## src/rtl/line_packer_if.sv

```systemverilog
`default_nettype none
// ============================================================================
//  Module   : line_packer_if
//  Purpose  : Pixel-stream and line-FIFO write signals for line_packer.
//             master = stream source / FIFO side, slave = the packer.
//  Revision : 1.0  initial release
// ============================================================================
interface line_packer_if #(
    parameter int PIX_PER_WORD = 16
);
    logic [7:0]                  pix_data;
    logic                        pix_valid;
    logic                        line_start;
    logic                        wrfull;
    logic [8*PIX_PER_WORD-1:0]   wrdata;
    logic                        wrfifo;
    logic                        line_done;
    logic [1:0]                  stateoutput;

    modport master (
        output pix_data, pix_valid, line_start, wrfull,
        input  wrdata, wrfifo, line_done, stateoutput
    );

    modport slave (
        input  pix_data, pix_valid, line_start, wrfull,
        output wrdata, wrfifo, line_done, stateoutput
    );
endinterface
`default_nettype wire

```

## src/rtl/line_packer.sv

```systemverilog
`default_nettype none
// ============================================================================
//  Module   : line_packer
//  Purpose  : Packs 8-bit pixels into 128-bit words, exactly PERIOD_NUM words
//             per line (short/overflowed lines zero padded), written to the
//             line FIFO through a 2-entry output buffer.
//  Option   : LINE_PACKER_STATS_EN adds the drop_count output.
//  Revision : 1.0  initial release
// ============================================================================
module line_packer #(
    parameter int PERIOD_NUM   = 21,
    parameter int PIX_PER_WORD = 16
) (
    input  wire             clk,
    input  wire             reset,
    input  wire             ce,
    line_packer_if.slave    bus
`ifdef LINE_PACKER_STATS_EN
    ,
    output logic [15:0]     drop_count
`endif
);

    localparam int c_WORD_W  = 8 * PIX_PER_WORD;
    localparam int c_BYTE_IW = $clog2(PIX_PER_WORD);
    localparam int c_WORD_IW = $clog2(PERIOD_NUM + 1);
    localparam logic [c_BYTE_IW-1:0] c_BYTE_LAST = c_BYTE_IW'(PIX_PER_WORD - 1);
    localparam logic [c_WORD_IW-1:0] c_WORD_LAST = c_WORD_IW'(PERIOD_NUM - 1);

    typedef enum logic [1:0] {
        S_IDLE = 2'd0,
        S_PACK = 2'd1,
        S_PAD  = 2'd2
    } state_t;

    state_t                 r_state;
    logic [c_BYTE_IW-1:0]   r_byte_idx;
    logic [c_WORD_IW-1:0]   r_word_idx;
    logic [c_WORD_W-1:0]    r_acc;
    logic [c_WORD_W-1:0]    r_buf [2];
    logic                   r_last [2];
    logic                   r_wr_ptr;
    logic                   r_rd_ptr;
    logic [1:0]             r_count;

    logic                   w_pop;
    logic                   w_space;
    logic                   w_accept;
    logic                   w_byte_last;
    logic                   w_word_last;
    logic                   w_push;
    logic                   w_push_last;
    logic [c_WORD_W-1:0]    w_push_data;

    // A pop frees a slot in the same cycle, so a full buffer still accepts a push
    assign w_pop       = ce && (r_count != 2'd0) && !bus.wrfull;
    assign w_space     = (r_count != 2'd2) || w_pop;
    assign w_accept    = ce && bus.pix_valid;
    assign w_byte_last = (r_byte_idx == c_BYTE_LAST);
    assign w_word_last = (r_word_idx == c_WORD_LAST);

    assign bus.wrfifo      = w_pop;
    assign bus.wrdata      = r_buf[r_rd_ptr];
    assign bus.line_done   = w_pop && r_last[r_rd_ptr];
    assign bus.stateoutput = r_state;

    // Select the word (if any) entering the output buffer this cycle
    always_comb begin
        w_push      = 1'b0;
        w_push_last = 1'b0;
        w_push_data = '0;
        if (ce) begin
            case (r_state)
                S_PACK: begin
                    if (bus.line_start) begin
                        // Flush the partial word; unfilled bytes are already zero
                        if (r_byte_idx != '0 && w_space) begin
                            w_push      = 1'b1;
                            w_push_data = r_acc;
                            w_push_last = w_word_last;
                        end
                    end else if (w_accept && w_byte_last && w_space) begin
                        w_push      = 1'b1;
                        w_push_data = {bus.pix_data, r_acc[c_WORD_W-9:0]};
                        w_push_last = w_word_last;
                    end
                end
                S_PAD: begin
                    if (w_space) begin
                        w_push      = 1'b1;
                        w_push_last = w_word_last;
                    end
                end
                default: ;
            endcase
        end
    end

    // Output buffer, packing counters and line FSM; ce low freezes everything
    always_ff @(posedge clk or negedge reset) begin
        if (!reset) begin
            r_state    <= S_IDLE;
            r_byte_idx <= '0;
            r_word_idx <= '0;
            r_acc      <= '0;
            r_buf[0]   <= '0;
            r_buf[1]   <= '0;
            r_last[0]  <= 1'b0;
            r_last[1]  <= 1'b0;
            r_wr_ptr   <= 1'b0;
            r_rd_ptr   <= 1'b0;
            r_count    <= 2'd0;
        end else if (ce) begin
            if (w_push) begin
                r_buf[r_wr_ptr]  <= w_push_data;
                r_last[r_wr_ptr] <= w_push_last;
                r_wr_ptr         <= !r_wr_ptr;
            end
            if (w_pop) begin
                r_rd_ptr <= !r_rd_ptr;
            end
            case ({w_push, w_pop})
                2'b10:   r_count <= r_count + 2'd1;
                2'b01:   r_count <= r_count - 2'd1;
                default: r_count <= r_count;
            endcase

            case (r_state)
                S_IDLE: begin
                    if (bus.line_start) begin
                        r_state    <= S_PACK;
                        r_word_idx <= '0;
                        if (bus.pix_valid) begin
                            r_acc      <= {{(c_WORD_W-8){1'b0}}, bus.pix_data};
                            r_byte_idx <= c_BYTE_IW'(1);
                        end else begin
                            r_acc      <= '0;
                            r_byte_idx <= '0;
                        end
                    end
                end
                S_PACK: begin
                    if (bus.line_start) begin
                        // Early line start: pad out this line, lose the new one
                        r_byte_idx <= '0;
                        r_acc      <= '0;
                        if (w_push && w_word_last) begin
                            r_state    <= S_IDLE;
                            r_word_idx <= '0;
                        end else begin
                            r_state <= S_PAD;
                            if (w_push) begin
                                r_word_idx <= r_word_idx + 1'b1;
                            end
                        end
                    end else if (w_accept) begin
                        if (w_byte_last) begin
                            r_byte_idx <= '0;
                            r_acc      <= '0;
                            if (!w_push) begin
                                // Buffer full: this word and the rest of the line become zeros
                                r_state <= S_PAD;
                            end else if (w_word_last) begin
                                r_state    <= S_IDLE;
                                r_word_idx <= '0;
                            end else begin
                                r_word_idx <= r_word_idx + 1'b1;
                            end
                        end else begin
                            r_acc[{r_byte_idx, 3'b000} +: 8] <= bus.pix_data;
                            r_byte_idx <= r_byte_idx + 1'b1;
                        end
                    end
                end
                S_PAD: begin
                    if (w_push) begin
                        if (w_word_last) begin
                            r_state    <= S_IDLE;
                            r_word_idx <= '0;
                        end else begin
                            r_word_idx <= r_word_idx + 1'b1;
                        end
                    end
                end
                default: r_state <= S_IDLE;
            endcase
        end
    end

`ifdef LINE_PACKER_STATS_EN
    logic w_enter_pad;

    assign w_enter_pad = ce && (r_state == S_PACK) &&
                         (bus.line_start ? !(w_push && w_word_last)
                                         : (w_accept && w_byte_last && !w_push));

    // Count lines that fall back to zero padding, saturating at all ones
    always_ff @(posedge clk or negedge reset) begin
        if (!reset) begin
            drop_count <= '0;
        end else if (w_enter_pad && drop_count != 16'hFFFF) begin
            drop_count <= drop_count + 16'd1;
        end
    end
`endif

endmodule
`default_nettype wire
```

## src/flat_wrapper.sv

```systemverilog
// flat-port wrapper written by rule: the top's interface ports become plain ports
module line_packer_flat 
#(
    parameter int PERIOD_NUM   = 21,
    parameter int PIX_PER_WORD = 16
)
  (clk, reset, ce, bus_pix_data, bus_pix_valid, bus_line_start, bus_wrfull, bus_wrdata, bus_wrfifo, bus_line_done, bus_stateoutput);
  line_packer_if #(.PIX_PER_WORD(PIX_PER_WORD)) bus_i ();
  input  wire clk;
  input  wire reset;
  input  wire ce;
  input wire logic [$bits(bus_i.pix_data)-1:0] bus_pix_data;
  input wire logic [$bits(bus_i.pix_valid)-1:0] bus_pix_valid;
  input wire logic [$bits(bus_i.line_start)-1:0] bus_line_start;
  input wire logic [$bits(bus_i.wrfull)-1:0] bus_wrfull;
  output wire logic [$bits(bus_i.wrdata)-1:0] bus_wrdata;
  output wire logic [$bits(bus_i.wrfifo)-1:0] bus_wrfifo;
  output wire logic [$bits(bus_i.line_done)-1:0] bus_line_done;
  output wire logic [$bits(bus_i.stateoutput)-1:0] bus_stateoutput;
  assign bus_i.pix_data = bus_pix_data;
  assign bus_i.pix_valid = bus_pix_valid;
  assign bus_i.line_start = bus_line_start;
  assign bus_i.wrfull = bus_wrfull;
  assign bus_wrdata = bus_i.wrdata;
  assign bus_wrfifo = bus_i.wrfifo;
  assign bus_line_done = bus_i.line_done;
  assign bus_stateoutput = bus_i.stateoutput;
  line_packer #(.PERIOD_NUM(PERIOD_NUM), .PIX_PER_WORD(PIX_PER_WORD)) u_core (.clk(clk), .reset(reset), .ce(ce), .bus(bus_i));
endmodule
```

## config.mk

```make
export PLATFORM = sky130hd
export DESIGN_NAME = line_packer_flat
export DESIGN_NICKNAME = d
export VERILOG_FILES = /design/src/rtl/line_packer_if.sv /design/src/rtl/line_packer.sv /design/src/flat_wrapper.sv
export SDC_FILE = /design/constraint.sdc
export NUM_CORES = 1
export LEC_CHECK = 0
export CAP_MARGIN = 15
export CORE_ASPECT_RATIO = 1.75
export CORE_UTILIZATION = 40
export CTS_CLUSTER_SIZE = 25
export DETAILED_ROUTE_END_ITERATION = 6
export HOLD_SLACK_MARGIN = 0.06
export PLACE_DENSITY_LB_ADDON = 0.3
export SLEW_MARGIN = 20
export SYNTH_ARGS = -nofsm -noshare
export SYNTH_HDL_FRONTEND = slang
export SYNTH_SLANG_ARGS = --single-unit
```

## constraint.sdc

```tcl
create_clock -name clk -period 7.86 [get_ports clk]
set_input_delay 0.786 -clock clk [delete_from_list [all_inputs] [get_ports clk]]
set_output_delay 0.786 -clock clk [all_outputs]
set_load 0.01 [all_outputs]
```

* Yosys cells after proc, flatten, opt, wreduce, memory -nomap -nowiden *
Cells that the tools add are included.

operators by class
  shift operators = 2
  multiplexer cells = 61
  bitwise logic cells = 2
  add/sub/neg operators = 5
  equal/unequal tests = 12
  reductions and logical operators = 25
  $lt $le $gt $ge = 3

operators with widths
  kind                       number
  $mux W128                  13
  $bwmux W256                1
  $pmux W128 S2              1
  $bwmux W128                1
  $demux W128 S1             1
  $shift A8 B9 Y128 const A  1
  $shiftx A8 B9 Y128         1
  $mux W5                    8
  $mux W2                    8
  $mux W4                    4
  $mux W1                    15
  $pmux W5 S3                1
  $logic_and A1 B1 Y1        9
  $neg A7 Y9                 1
  $mux W8                    1
  $pmux W4 S2                1
  $ne A3 B2 Y1 const B       2
  $pmux W2 S3                1
  $reduce_and A2 Y1          3
  $reduce_and A6 Y1          1
  $reduce_bool A2 Y1         3
  $add A5 B1 Y5 const B      1
  $eq A5 B5 Y1 const B       1
  $reduce_and A5 Y1          1
  other kinds (22)           30

storage, ports and cells
  logic and storage cells = 121
  flip-flop bits (word level) = 401
  output and inout port bits = 132
  bits of input ports = 14

* Logic depth before layout (Yosys ltp) *
  word-level depth = 14
  mapped depth = 12
  depth with buffers taken out = 10

* Worst setup path before layout *
OpenSTA, ideal clock, no wires.

  kind = register to register
  from = register u_core.r_byte_idx[0]
  to = register u_core.r_buf[248] in the netlist's numbering
  library setup time = 0.125 ns
  period minus slack after synthesis = 2.638 ns
  required time = 7.735 ns
  path buffers = 4
  path slack = 5.222 ns
  arrival = 2.514 ns
  cell stages (with the launch flop) = 11
  cells stage by stage = dfrtp_1 > clkbuf_1 > inv_1 > ha_1 > or3b_4 > a221oi_4 > or3_1 > buf_4 > buf_8 > buf_6 > mux2_2

between the ends
  word-level cells in the longest chain between the ends = 8
  elaborated cells on any way between the ends = 17
  those cells by class = eq/ne (1); mux (11); reduce/logical (5)

ends and longest elaborated chain
  what                                                                      line                source
  from (decl)                                                               line_packer.sv:37   logic [c_BYTE_IW-1:0] r_byte_idx;
  from (signal assigned)                                                    line_packer.sv:135  r_byte_idx <= c_BYTE_IW'(1);
  from (signal assigned)                                                    line_packer.sv:171  r_byte_idx <= r_byte_idx + 1'b1;
  $eq A4 B4 Y1                                                              line_packer.sv:59   assign w_byte_last = (r_byte_idx == c_BYTE_LAST);
  $logic_and A1 B1 Y1 (2 in series)                                         line_packer.sv:82   end else if (w_accept && w_byte_last && w_space) begin
  $mux W1 / $mux W128 (equally long branches)                               line_packer.sv:82
  $mux W1 / $mux W128 (equally long branches)                               line_packer.sv:75   if (bus.line_start) begin
  $pmux W1 S2 / $mux W128 (equally long branches)                           line_packer.sv:73   case (r_state)
  $mux W1 / $mux W128 (equally long branches)                               line_packer.sv:72   if (ce) begin
  $reduce_and A2 Y1 (no source line) / $bwmux W256 (equally long branches)  -
  to (signal, indexed assignment)                                           line_packer.sv:115  r_buf[r_wr_ptr] <= w_push_data;
  to (decl)                                                                 line_packer.sv:40   logic [c_WORD_W-1:0] r_buf [2];

Parallel ways exist; a longest one is shown, timed or not.
A chain may end at the register's enable or synchronous reset.

* Worst setup path in the final report *
  from = register u_core.r_rd_ptr
  to = output port bus_wrdata[49]

between the ends
  word-level cells in the longest chain between the ends = 4

ends and longest elaborated chain
  what                                           line                source
  from (decl)                                    line_packer.sv:43   logic r_rd_ptr;
  from (signal assigned)                         line_packer.sv:120  r_rd_ptr <= !r_rd_ptr;
  $not A1 Y2 (implied by the code)               line_packer.sv:63   assign bus.wrdata = r_buf[r_rd_ptr];
  $mux W128 (implied by the code) (3 in series)  line_packer.sv:63
  to (decl)                                      flat_wrapper.sv:16  output wire logic [$bits(bus_i.wrdata)-1:0] bus_wrdata;

No other way between the ends. The select of a mux whose other input is x is not followed.

==> results.txt <==
----------------------------------------------------
[STA]
  Remaining max-slew budget at the tightest pin ... 29.53%
  Slew Viols, Final ... 0
  Worst setup skew after layout ... 0.02135 ns
  Slew at the pin closest to its max-slew limit ... 1.057 ns
  Total negative slack for setup checks ... 0 ns
  Post-layout minimum cycle time ... 4.298 ns
  Setup repair after global routing missed its margin ... false
  Number of hold-slack violations in the final timing report ... 0
  FMAX ... 0.2327 GHz
  Final-report setup violation count ... 0
  Final clock period utilization by the worst path ... 54.68%

[Route]
  Detail Route Antenna Nets ... 0
  Aggregate routed wire length ... 44370 um
  DR WL/cell ... 19.05 um
  Number of vias after detailed routing ... 12.28k
  Number of iterations in the first detailed-routing pass ... 5
  Detailed-route DRC error count ... 0
  Vias/cell ... 5.274
  Starting DRC count in detailed routing ... 849

[Synth]
  Synthesized instance count ... 1643
  Async S/R FF share, synth ... 100.0%
  Syn_nets ... 1668
  Commonest cells post-synth ... 436 x sky130_fd_sc_hd__nand2_1, 401 x sky130_fd_sc_hd__dfrtp_1, 146 x sky130_fd_sc_hd__o21ai_1
  Average cell area after synthesis ... 10.70 um^2
  Leading cell type by number of instances after synthesis ... sky130_fd_sc_hd__nand2_1
  Total of flip-flops plus latches after synthesis ... 401
  Count of flip-flops with a built-in enable after synthesis ... 0
  Post-synth top area cell ... sky130_fd_sc_hd__dfrtp_1
  Synth top area cells ... sky130_fd_sc_hd__dfrtp_1 57%, sky130_fd_sc_hd__nand2_1 9.3%, sky130_fd_sc_hd__mux2_2 8.8%
  Number of distinct library cells after synthesis ... 61
  Post-synth top flop ... sky130_fd_sc_hd__dfrtp_1
  Count of synthesis-stage warnings from yosys ... 0
  Post-synthesis instance area ... 17580 um^2
  Post-synth top area share ... 57.08%
  Share of synthesized area occupied by flip-flops and latches ... 57.08%

[Die]
  Starting utilization of the core area ... 40.56%
  Die outline width ... 160.5 um
  Die Span Y ... 279.3 um
  Row count ... 101
  Area enclosed by the die boundary ... 44820 um^2
  Floorplan Core Area ... 43350 um^2
  Top-level I/O count ... 146

[GRT]
  Combined global-route utilization of all metal layers ... 20.14%
  Initial antenna violation count ... 0
  Global route overflow ... 0
  Via count of the first global-routing pass ... 12.36k
  Pin count of the biggest net entering global routing ... 250
  First-pass GRT wire length ... 70730 um

[Power and ir drop]
  Cell leakage power ... 8.980 nW
  Sequential share of power ... 46.3%
  Sw Ratio ... 29.93%
  Int Power ... 0.003405 W
  Total power density per cell area ... 237.7 nW/um^2
  Psw ... 0.001455 W
  Part of the power in combinational logic ... 16.9%
  Part of the total power dissipated in the clock network ... 36.8%
  Worst IR Drop VDD ... 0.1415 mV
  Post-route total power ... 0.004860 W

[Worst setup path]
  Largest fanout on the critical path ... 66
  Type of origin of the critical path ... flip-flop
  Worst setup EP type ... output port
  Data required, critical path ... 7.07 ns
  Data arrival, critical path ... 3.51 ns
  Crit Path Category ... flip-flop to output port

[Clock tree]
  Skew-Pair Late Insertion Delay ... 0.54 ns
  Num CTS Buffers ... 36
  Number of levels the H-tree was split into ... 2
  Clock tree from TritonCTS ... done
  Cell at the root of the clock tree ... sky130_fd_sc_hd__clkbuf_16
  Deepest clock path buffer count ... 3
  Post-cts repair resize count ... 0
  Hold Buf Count CTS ... 0
  Clk sink count ... 401
  Clock transition at the registers of the reported paths ... 0.07 ns
  Post-CTS Setup Bufs ... 0

[Run]
  Max-Cap Viols ... 0

[Place]
  Global placer's final weighted congestion ... 0.8441
  Half-perimeter wire length after detailed placement ... 28230 um
  Count of port buffers added during placement ... 145

[Cells and area]
  Number of antenna cells inserted ... 0
  Share of layout cells above drive strength 1 ... 12.65%
  Filler cell count in the final layout ... 3977
  Area delta synth->final ... 16.31%
  Net count of the finished layout ... 1762

[Hold path]
  Type of the tightest min-delay check ... input pin to async pin

[Outcome]
  Result of the run ... complete, no violations

----------------------------------------------------
-- area by class of cell --
| class | count | area, um^2 | area share [%] |
|---|---|---|---|
| clock buffer | 56 | 1087 | 5.318 |
| clock inverter | 8 | 97.59 | 0.4773 |
| inverter | 15 | 56.30 | 0.2754 |
| multi-input combinational | 1118 | 6807 | 33.29 |
| sequential | 401 | 10040 | 49.10 |
| tap | 566 | 708.2 | 3.464 |
| timing repair buffer | 165 | 1652 | 8.078 |
-- sequential cells by signal, indices dropped and copies added (netlist names) --
signal and count:
u_core.r_word_idx 5, u_core.r_acc 128, u_core.bus.stateoutput 2, u_core.r_byte_idx 4, u_core.r_count 2, u_core.r_buf 256, u_core.r_rd_ptr 1, u_core.r_last 2
u_core.r_wr_ptr 1
-- placed cells by master, fill, tap and decap left out, types with 4 or more instances in the layout --
master                            synthesis  routed
sky130_fd_sc_hd__a21oi_1                 12      12
sky130_fd_sc_hd__a22o_1                  72      72
sky130_fd_sc_hd__a22oi_1                  9       9
sky130_fd_sc_hd__buf_4                    2      17
sky130_fd_sc_hd__clkbuf_1                55      10
sky130_fd_sc_hd__clkbuf_16                0      37
sky130_fd_sc_hd__clkbuf_8                 0       9
sky130_fd_sc_hd__clkdlybuf4s50_1          0     144
sky130_fd_sc_hd__clkinv_2                 0       4
sky130_fd_sc_hd__dfrtp_1                401     400
sky130_fd_sc_hd__ha_1                    11      11
sky130_fd_sc_hd__inv_1                   15      15
sky130_fd_sc_hd__mux2_1                   9       9
sky130_fd_sc_hd__mux2_2                 137     137
sky130_fd_sc_hd__mux2i_1                 50      50
sky130_fd_sc_hd__nand2_1                436     436
sky130_fd_sc_hd__nand2b_1                 8       8
sky130_fd_sc_hd__nand3_1                 13      13
sky130_fd_sc_hd__nor2_1                  27      26
sky130_fd_sc_hd__nor2b_1                  5       5
sky130_fd_sc_hd__nor3_1                   4       4
sky130_fd_sc_hd__o211ai_1                 9       9
sky130_fd_sc_hd__o21ai_0                112     112
sky130_fd_sc_hd__o21ai_1                146     146
-- path summary, 6_finish.rpt --
path,start,endpoint,slack [ns],cells after the start
setup / recovery,u_core.r_rd_ptr$_DFFE_PN0P_,bus_wrdata[49],3.56,3
hold / removal,reset,u_core.r_buf[3]$_DFFE_PN0P_,0.29,1
setup reg to reg,u_core.r_byte_idx[0]$_DFFE_PN0P_,u_core.r_buf[253]$_DFFE_PN0P_,3.99,7
hold reg to reg,u_core.r_buf[28]$_DFFE_PN0P_,u_core.r_buf[28]$_DFFE_PN0P_,0.47,2
max in group asynchronous,reset,u_core.r_buf[253]$_DFFE_PN0P_,5.96,2
min in group clk,u_core.r_buf[28]$_DFFE_PN0P_,u_core.r_buf[28]$_DFFE_PN0P_,0.47,2
-- critical path, stage by stage (launching register included) --
cell and delay [ns]:
sky130_fd_sc_hd__dfrtp_4 1.10, sky130_fd_sc_hd__buf_4 0.89, sky130_fd_sc_hd__mux2_2 0.47, sky130_fd_sc_hd__clkdlybuf4s50_1 0.49
-- cells by family (layout without fill, tap and decap cells) --
logic type | after synthesis | count (layout) | synth area share, %
AND/OR/NAND/NOR | 518 | 518 | 11.89
flip-flops | 401 | 401 | 57.08
AO/OA/AOI/OAI | 388 | 388 | 13.51
multiplexers | 196 | 196 | 12.20
buffers and inverters | 124 | 244 | 4.285
adder cells (fa/ha/maj) | 11 | 11 | 0.7829
XOR/XNOR | 5 | 5 | 0.2492
-- power by group through the flow --
stage | Clock, W | Combinational (W) | Sequential [W]
after floorplan | 0 | 0.000666 | 0.00219
after global placement | 0 | 0.000804 | 0.00228
after detailed placement | 0 | 0.000820 | 0.00229
after CTS | 0.00183 | 0.000821 | 0.00225
after global routing | 0.00192 | 0.000890 | 0.00226
final | 0.00179 | 0.000820 | 0.00225
-- stage by stage --
stage | instance area (um^2) | std cells | hold WS (ns) | setup slack (ns) | utilization [%]
4_1_cts | 20420 | 2328 | 0.3713 | 3.459 | 47.11
2_1_floorplan | 17580 | 1643 | 0.4435 | 5.222 | -
3_3_place_gp | 19230 | 2264 | 0.4556 | 3.803 | 44.37
5_1_grt | 20450 | 2329 | 0.3977 | 3.421 | 47.17
3_5_place_dp | 19230 | 2264 | 0.4648 | 3.752 | 44.37
6_report | 20450 | 2329 | 0.2930 | 3.562 | 47.17
-- per-layer routing --
metal	up-vias	GRT usage, %	routed length (um)
li1	5846	-	-
met2	282	35.64	22900
met3	81	2.117	1510
met1	6073	25.14	18390
met5	-	0	0
met4	0	7.692	1566
No activity file was read; power rests on OpenSTA's default activity.
